## config.mk

```make
export PLATFORM = sky130hd
export DESIGN_NAME = noc_credit_rx_port
export DESIGN_NICKNAME = d
export VERILOG_FILES = /design/src/rtl/noc_credit_rx_port.sv
export SDC_FILE = /design/constraint.sdc
export NUM_CORES = 1
export LEC_CHECK = 0
export ABC_AREA = 0
export BUFFER_PORTS_ARGS = -buffer_cell sky130_fd_sc_hd__buf_2
export CAP_MARGIN = 15
export CORE_MARGIN = 1.5
export CORE_UTILIZATION = 56
export DETAILED_ROUTE_END_ITERATION = 7
export PLACE_DENSITY_LB_ADDON = 0.15
export SLEW_MARGIN = 20
export SYNTH_ARGS = -nofsm -noshare
export SYNTH_HDL_FRONTEND = slang
export SYNTH_SLANG_ARGS = --single-unit
```

## constraint.sdc

```tcl
create_clock -name clk -period 6.3 [get_ports clk]
set_input_delay 0.945 -clock clk [delete_from_list [all_inputs] [get_ports clk]]
set_output_delay 0.945 -clock clk [all_outputs]
set_load 0.1 [all_outputs]
```

## src/rtl/noc_credit_rx_port.sv

```systemverilog
// Credit-link receive port: buffers incoming flits in a FIFO, returns one credit (co) per drained or dropped flit.
// Latency: 1 cycle from push to first-word-fall-through output; co is registered 1 cycle after each pop or drop.
// Backpressure: out_ready stalls the head; a flit arriving at a full FIFO with no pop is dropped and sets sticky overflow.
// Optional flit-sequence checker is built when the PKT_CHECK_EN macro is defined.
module noc_credit_rx_port #(
    parameter int DW    = 20,
    parameter int DEPTH = 8,
    parameter int AW    = 3
) (
    input  logic          clk,
    input  logic          rst,
    input  logic [DW-1:0] datain,
    input  logic          in_valid,
    output logic          co,
    output logic [DW-1:0] dataout,
    output logic          out_valid,
    input  logic          out_ready,
    output logic [AW:0]   occupancy,
    output logic          overflow,
    output logic          pkt_err,
    output logic [7:0]    err_cnt
);

    localparam logic [AW:0] DEPTH_C = (AW+1)'(DEPTH);

    logic [DW-1:0] mem [DEPTH];

    logic [AW-1:0] wr_ptr_q, wr_ptr_d;
    logic [AW-1:0] rd_ptr_q, rd_ptr_d;
    logic [AW:0]   occ_q, occ_d;
    logic          co_q, co_d;
    logic          pend_q, pend_d;
    logic          ovf_q, ovf_d;

    logic          push;
    logic          pop;
    logic          drop;
    logic [1:0]    cred_n;

    // Handshake decode: a pop frees a slot in the same cycle, so a full FIFO can still accept.
    always_comb begin
        out_valid = (occ_q != '0);
        pop       = out_valid & out_ready;
        push      = in_valid & ((occ_q < DEPTH_C) | pop);
        drop      = in_valid & ~push;
        dataout   = out_valid ? mem[rd_ptr_q] : '0;
    end

    // Next-state for pointers, occupancy, credit return and overflow.
    // Pop and drop are mutually exclusive, but a deferred credit can coincide with either;
    // co carries one credit per cycle and any second credit waits in pend.
    always_comb begin
        wr_ptr_d = wr_ptr_q;
        rd_ptr_d = rd_ptr_q;
        occ_d    = occ_q;
        if (push) begin
            wr_ptr_d = wr_ptr_q + AW'(1);
        end
        if (pop) begin
            rd_ptr_d = rd_ptr_q + AW'(1);
        end
        if (push && !pop) begin
            occ_d = occ_q + (AW+1)'(1);
        end else if (pop && !push) begin
            occ_d = occ_q - (AW+1)'(1);
        end
        cred_n = {1'b0, pop} + {1'b0, drop} + {1'b0, pend_q};
        co_d   = (cred_n != 2'd0);
        pend_d = cred_n[1];
        ovf_d  = ovf_q | drop;
    end

    // Control state registers; stored flits are discarded by resetting the pointers.
    always_ff @(posedge clk or negedge rst) begin
        if (!rst) begin
            wr_ptr_q <= '0;
            rd_ptr_q <= '0;
            occ_q    <= '0;
            co_q     <= 1'b0;
            pend_q   <= 1'b0;
            ovf_q    <= 1'b0;
        end else begin
            wr_ptr_q <= wr_ptr_d;
            rd_ptr_q <= rd_ptr_d;
            occ_q    <= occ_d;
            co_q     <= co_d;
            pend_q   <= pend_d;
            ovf_q    <= ovf_d;
        end
    end

    // Flit storage; contents need no reset because dataout is gated by out_valid.
    always_ff @(posedge clk) begin
        if (push) begin
            mem[wr_ptr_q] <= datain;
        end
    end

    assign co        = co_q;
    assign occupancy = occ_q;
    assign overflow  = ovf_q;

`ifdef PKT_CHECK_EN
    localparam logic [1:0] TY_BODY = 2'b00;
    localparam logic [1:0] TY_HEAD = 2'b01;
    localparam logic [1:0] TY_TAIL = 2'b10;
    localparam logic [1:0] TY_HT   = 2'b11;

    typedef enum logic {
        S_IDLE = 1'b0,
        S_BODY = 1'b1
    } chk_state_e;

    chk_state_e state_q, state_d;
    logic       chk_err;
    logic       pkt_err_q, pkt_err_d;
    logic [7:0] err_cnt_q, err_cnt_d;
    logic [1:0] flit_ty;

    assign flit_ty = datain[DW-1:DW-2];

    // Checker state register.
    always_ff @(posedge clk or negedge rst) begin
        if (!rst) begin
            state_q <= S_IDLE;
        end else begin
            state_q <= state_d;
        end
    end

    // Checker next state: every presented flit is tracked, dropped ones included.
    always_comb begin
        state_d = state_q;
        if (in_valid) begin
            case (state_q)
                S_IDLE: if (flit_ty == TY_HEAD) state_d = S_BODY;
                S_BODY: if ((flit_ty == TY_TAIL) || (flit_ty == TY_HT)) state_d = S_IDLE;
                default: state_d = S_IDLE;
            endcase
        end
    end

    // Checker output: flag flits that are illegal in the current packet state.
    always_comb begin
        chk_err = 1'b0;
        if (in_valid) begin
            case (state_q)
                S_IDLE:  chk_err = (flit_ty == TY_BODY) || (flit_ty == TY_TAIL);
                S_BODY:  chk_err = (flit_ty == TY_HEAD) || (flit_ty == TY_HT);
                default: chk_err = 1'b0;
            endcase
        end
    end

    // Error pulse and saturating error counter next-state.
    always_comb begin
        pkt_err_d = chk_err;
        err_cnt_d = err_cnt_q;
        if (chk_err && (err_cnt_q != 8'hFF)) begin
            err_cnt_d = err_cnt_q + 8'd1;
        end
    end

    // Error reporting registers.
    always_ff @(posedge clk or negedge rst) begin
        if (!rst) begin
            pkt_err_q <= 1'b0;
            err_cnt_q <= 8'd0;
        end else begin
            pkt_err_q <= pkt_err_d;
            err_cnt_q <= err_cnt_d;
        end
    end

    assign pkt_err = pkt_err_q;
    assign err_cnt = err_cnt_q;
`else
    assign pkt_err = 1'b0;
    assign err_cnt = 8'd0;
`endif

endmodule
```

After elaboration in Yosys (flattened, before gate mapping). Memories as Yosys holds them, arrays and structs flattened. Cells that the tools add are included.

Bitwise gates (word level): 6. $lt $le $gt $ge: 1. Muxes and demuxes: 5. Reduce and logical (&&, ||, !) cells: 7. Add/subtract/negate cells: 6.

Operator list (count): two-way mux 20 bit (1); two-way mux 4 bit (2); adder 3 x 1 -> 3 bit, second input constant (2); adder 4 x 1 -> 4 bit, second input constant (1); less-than comparator 4 bit, second input constant (1); nonzero test 2 bit (2); nonzero test 4 bit (1); subtractor 4 x 1 -> 4 bit, second input constant (1); AND 1 bit (3); adder 1 x 1 -> 2 bit (1); adder 2 x 1 -> 2 bit (1); logical AND 1 bit (2); zero test 1 bit (2); two-way mux 1 bit (2); OR 1 bit (2); NOT 1 bit (1).

Input bits: 24. Memories kept: 1. Output and inout bits: 36. Flip-flop bits (word level): 13. Logic and storage cells: 32. RAM bits: 160.

Memories: mem (words 8, width 20, read ports 1, clocked after Yosys merged registers in 0, wr ports 1, RTL line 26) `logic [DW-1:0] mem [DEPTH];`.

Depth between registers and ports, before layout.
Depth after elaboration: 9. Gate-level depth with buffers: 9. Gate-level depth less buffers: 9.

Worst setup path after synthesis. No wires, ideal clock.

Path kind: reg2out. Start point: register occ_q[0], in the netlist occupancy[0]. End point: output dataout[10]. Setup slack: 2.479 ns. Arrival: 2.876 ns. Cell stages (with the launch flop): 6. Path through: dfrtp_1 or4_1 buf_2 nor2b_4 buf_2 a22o_1.

Word-level cells in the longest chain between the ends: 2.

Ends and longest elaborated chain: start: declaration (RTL line 30) `logic [AW:0] occ_q, occ_d;`; start signal: assignment (RTL line 78) `occ_q <= '0;`; start signal: assignment (RTL line 85) `occ_q <= occ_d;`; nonzero test 4 bit (RTL line 42) `out_valid = (occ_q != '0);`; net out_valid (RTL line 16) `output logic out_valid,`; two-way mux 20 bit (RTL line 46) `dataout = out_valid ? mem[rd_ptr_q] : '0;`; end: declaration (RTL line 15) `output logic [DW-1:0] dataout,`.

The timed path passes the listed nets, and every way through them passes these cells.

Final worst setup path.
Start point: register rd_ptr_q[0]. End point: output dataout[14].

Word-level cells in the longest chain between the ends: 2.

Ends and longest elaborated chain: start: declaration (RTL line 29) `logic [AW-1:0] rd_ptr_q, rd_ptr_d;`; start signal: assignment (RTL line 84) `rd_ptr_q <= rd_ptr_d;`; memory (8 x 20 bit); two-way mux 20 bit (RTL line 46).

Every way passes these cells.

==> reports/metrics.cfg <==
[timing]
fin_skew_ps = 9.42
setup_viol = 0
tns_ps = 0
hold_viol = 0
final_max_slew_viol_count = 0
worst_pin_slew_ps = 733
maxSlewHeadroom = 0.512
fin_crit_sh = 0.610
fin_crit_ps = 3850
rsz0062_at_grt = false
max_clock_freq_mhz = 260

[clock_tree]
cts_resized = 0
clk_path_buf_depth = 2
cts.sinks = 173
clk_latency_ps = 410
path_clk_slew_ps = 60
cts-root-buf = clkbuf_16
htree_levels = 4
post_cts_buffers = 0
cts-hold-fix-buffers = 0
cts_tree = built
cts_made_buffers = 17

[flow_run]
drv_cap = 0

[routing]
drt_iter0_drc = 206
wire_per_inst_um = 22.2
num_vias = 3173
drc = 0
vias_per_cell = 5.89
antenna_left = 0
drtPass1Iterations = 4
wirelength_um = 12000

[logic_synthesis]
synth_cell_type_count = 32
synth_edf_count = 160
synth.avg_cell_area_um2 = 21.4
ys_seq_elements = 173
ys.flop_type = edfxtp_1
syn_area_mm2 = 0.00680
netlist_instances = 317
synth_seq_area_share = 0.755
async_reset_ff_frac = 0.0751
synth_warnings = 0

[worst_setup_path]
end_kind = output pin
crit_path_top_delay_cell = dfrtp_2
cp_data_arrival_time_ps = 2900
critPathLaunch = rd_ptr_q[0]
r2r_slack_ps = 3410
crit_type = flip-flop to output pin
crit_path_start_kind = flip-flop
worstPathRequired_ps = 5350
critPathMaxFanout = 22
critPathMaxStageDelay_ps = 840
r2r_cells = 8
r2r-start = occupancy[0]
rr_endpoint = occupancy[3]
worstPathCellList = buf_4, mux4_2, a22o_1, buf_2
critPathTopFamily = flip-flops
cp.buffers_inverters = 2

[cells_and_area]
post_route_cells_drive_above_1_share = 0.370
syn2layout_area_growth_pct = 14.9
layout_common_cells = edfxtp_1 (160), buf_2 (50), mux4_2 (40)
num_antenna_cells = 0
final_nets = 410
layout_commonest_cell = edfxtp_1

[floorplan]
start_util = 0.570
ioPinCount = 60
placementRows = 40
die_area_mm2 = 0.0128
die_w_um = 113
coreArea_mm2 = 0.0119
die_h_um = 113

[grt]
antenna_found_initial = 0
grt_pass1_vias = 3310
grt_max_degree = 43
grt_usage = 0.205
gr-total-overflow = 0
grt_first_pass_wirelength_um = 18500

[worst_hold_path]
hold_class = input pin to asynchronous set/reset pin

[placed_design]
io_buffers = 50
place_congestion = 0.772
dp_hpwl_um = 6410

[outcome]
outcome = complete, no violations

==> metrics by stage <==
| stage | std cells | worst slack [ps] | hold slack, ps | cell area [µm²] | util |
|---|---|---|---|---|---|
| after floorplan | 325 | 2480 | 518 | 6830 | - |
| after global placement | 507 | 2830 | 447 | 7210 | 0.605 |
| after detailed placement | 507 | 2820 | 452 | 7210 | 0.605 |
| after CTS | 539 | 2360 | 401 | 7810 | 0.655 |
| after global routing | 539 | 2240 | 415 | 7810 | 0.655 |
| final | 539 | 2450 | 406 | 7810 | 0.655 |
==> cells in the mapped netlist, types with 3 or more instances <==
cell,count,area (µm²)
clkbuf_1,3,11.3
buf_6,3,33.8
mux2_2,3,33.8
a22o_1,20,175
ha_1,5,62.6
nand2b_1,3,18.8
dfrtp_1,13,325
edfxtp_1,160,4800
nor3_1,5,25.0
mux4_2,40,901
buf_4,9,67.6
buf_1,4,15.0
nor2_1,4,15.0
xnor2_1,6,52.6
nand2_1,5,18.8
inv_1,4,15.0
buf_2,6,30.0
nand3_1,5,25.0
==> worst max-delay path by stage <==
stage | depth (start not counted) | slack, ps | to
detailed placement | 4 | 2820 | dataout[11]
global route | 4 | 2240 | dataout[14]
floorplan | 5 | 2480 | dataout[10]
finish | 4 | 2450 | dataout[14]
CTS | 4 | 2360 | dataout[14]
global placement | 4 | 2830 | dataout[11]
==> logic make-up (layout without fill, tap and decap cells) <==
kind of cell,after synthesis,after routing,share of synthesized area
AOI/OAI and AO/OA,26,26,0.0319
xor gates and xnor gates,6,6,0.00773
adders and majority gates,7,7,0.0151
buffers and inverters,29,96,0.0254
DFF,173,173,0.755
muxes,44,44,0.139
other,1,9,0.000552
and+or+nand+nor,31,31,0.0254
==> area by class of cell <==
class	instances	area [µm²]
Sequential cell	173	5130
Clock inverter	11	145
Tap cell	147	184
Fill cell	798	4100
Multi-Input combinational cell	123	1560
Inverter	4	15.0
Timing Repair Buffer	60	325
Clock buffer	21	450
==> worst register-to-register path: cells and delay by family, from the launching register on <==
kind / cells / cell delay, ps
DFF: 1 / 450
buffers and inverters: 1 / 120
adders and majority gates: 2 / 630
AOI/OAI and AO/OA: 2 / 210
and+or+nand+nor: 3 / 1350
==> registers in the layout (all words and copies together), names as in the netlist <==
signal	cells
co	1
occupancy	4
mem	160
pend_q	1
overflow	1
rd_ptr_q	3
wr_ptr_q	3
==> layer usage <==
layer / track usage / wire length [µm] / share of wire
met1: 0.280 / 5140 / 0.43
met2: 0.323 / 5870 / 0.49
met3: 0.0573 / 772 / 0.064
met4: 0.0717 / 196 / 0.016
met5: 0 / 0 / 0
Power is not shown: default switching activity piles up to over one toggle a cycle in this logic, so the estimate is an artifact.
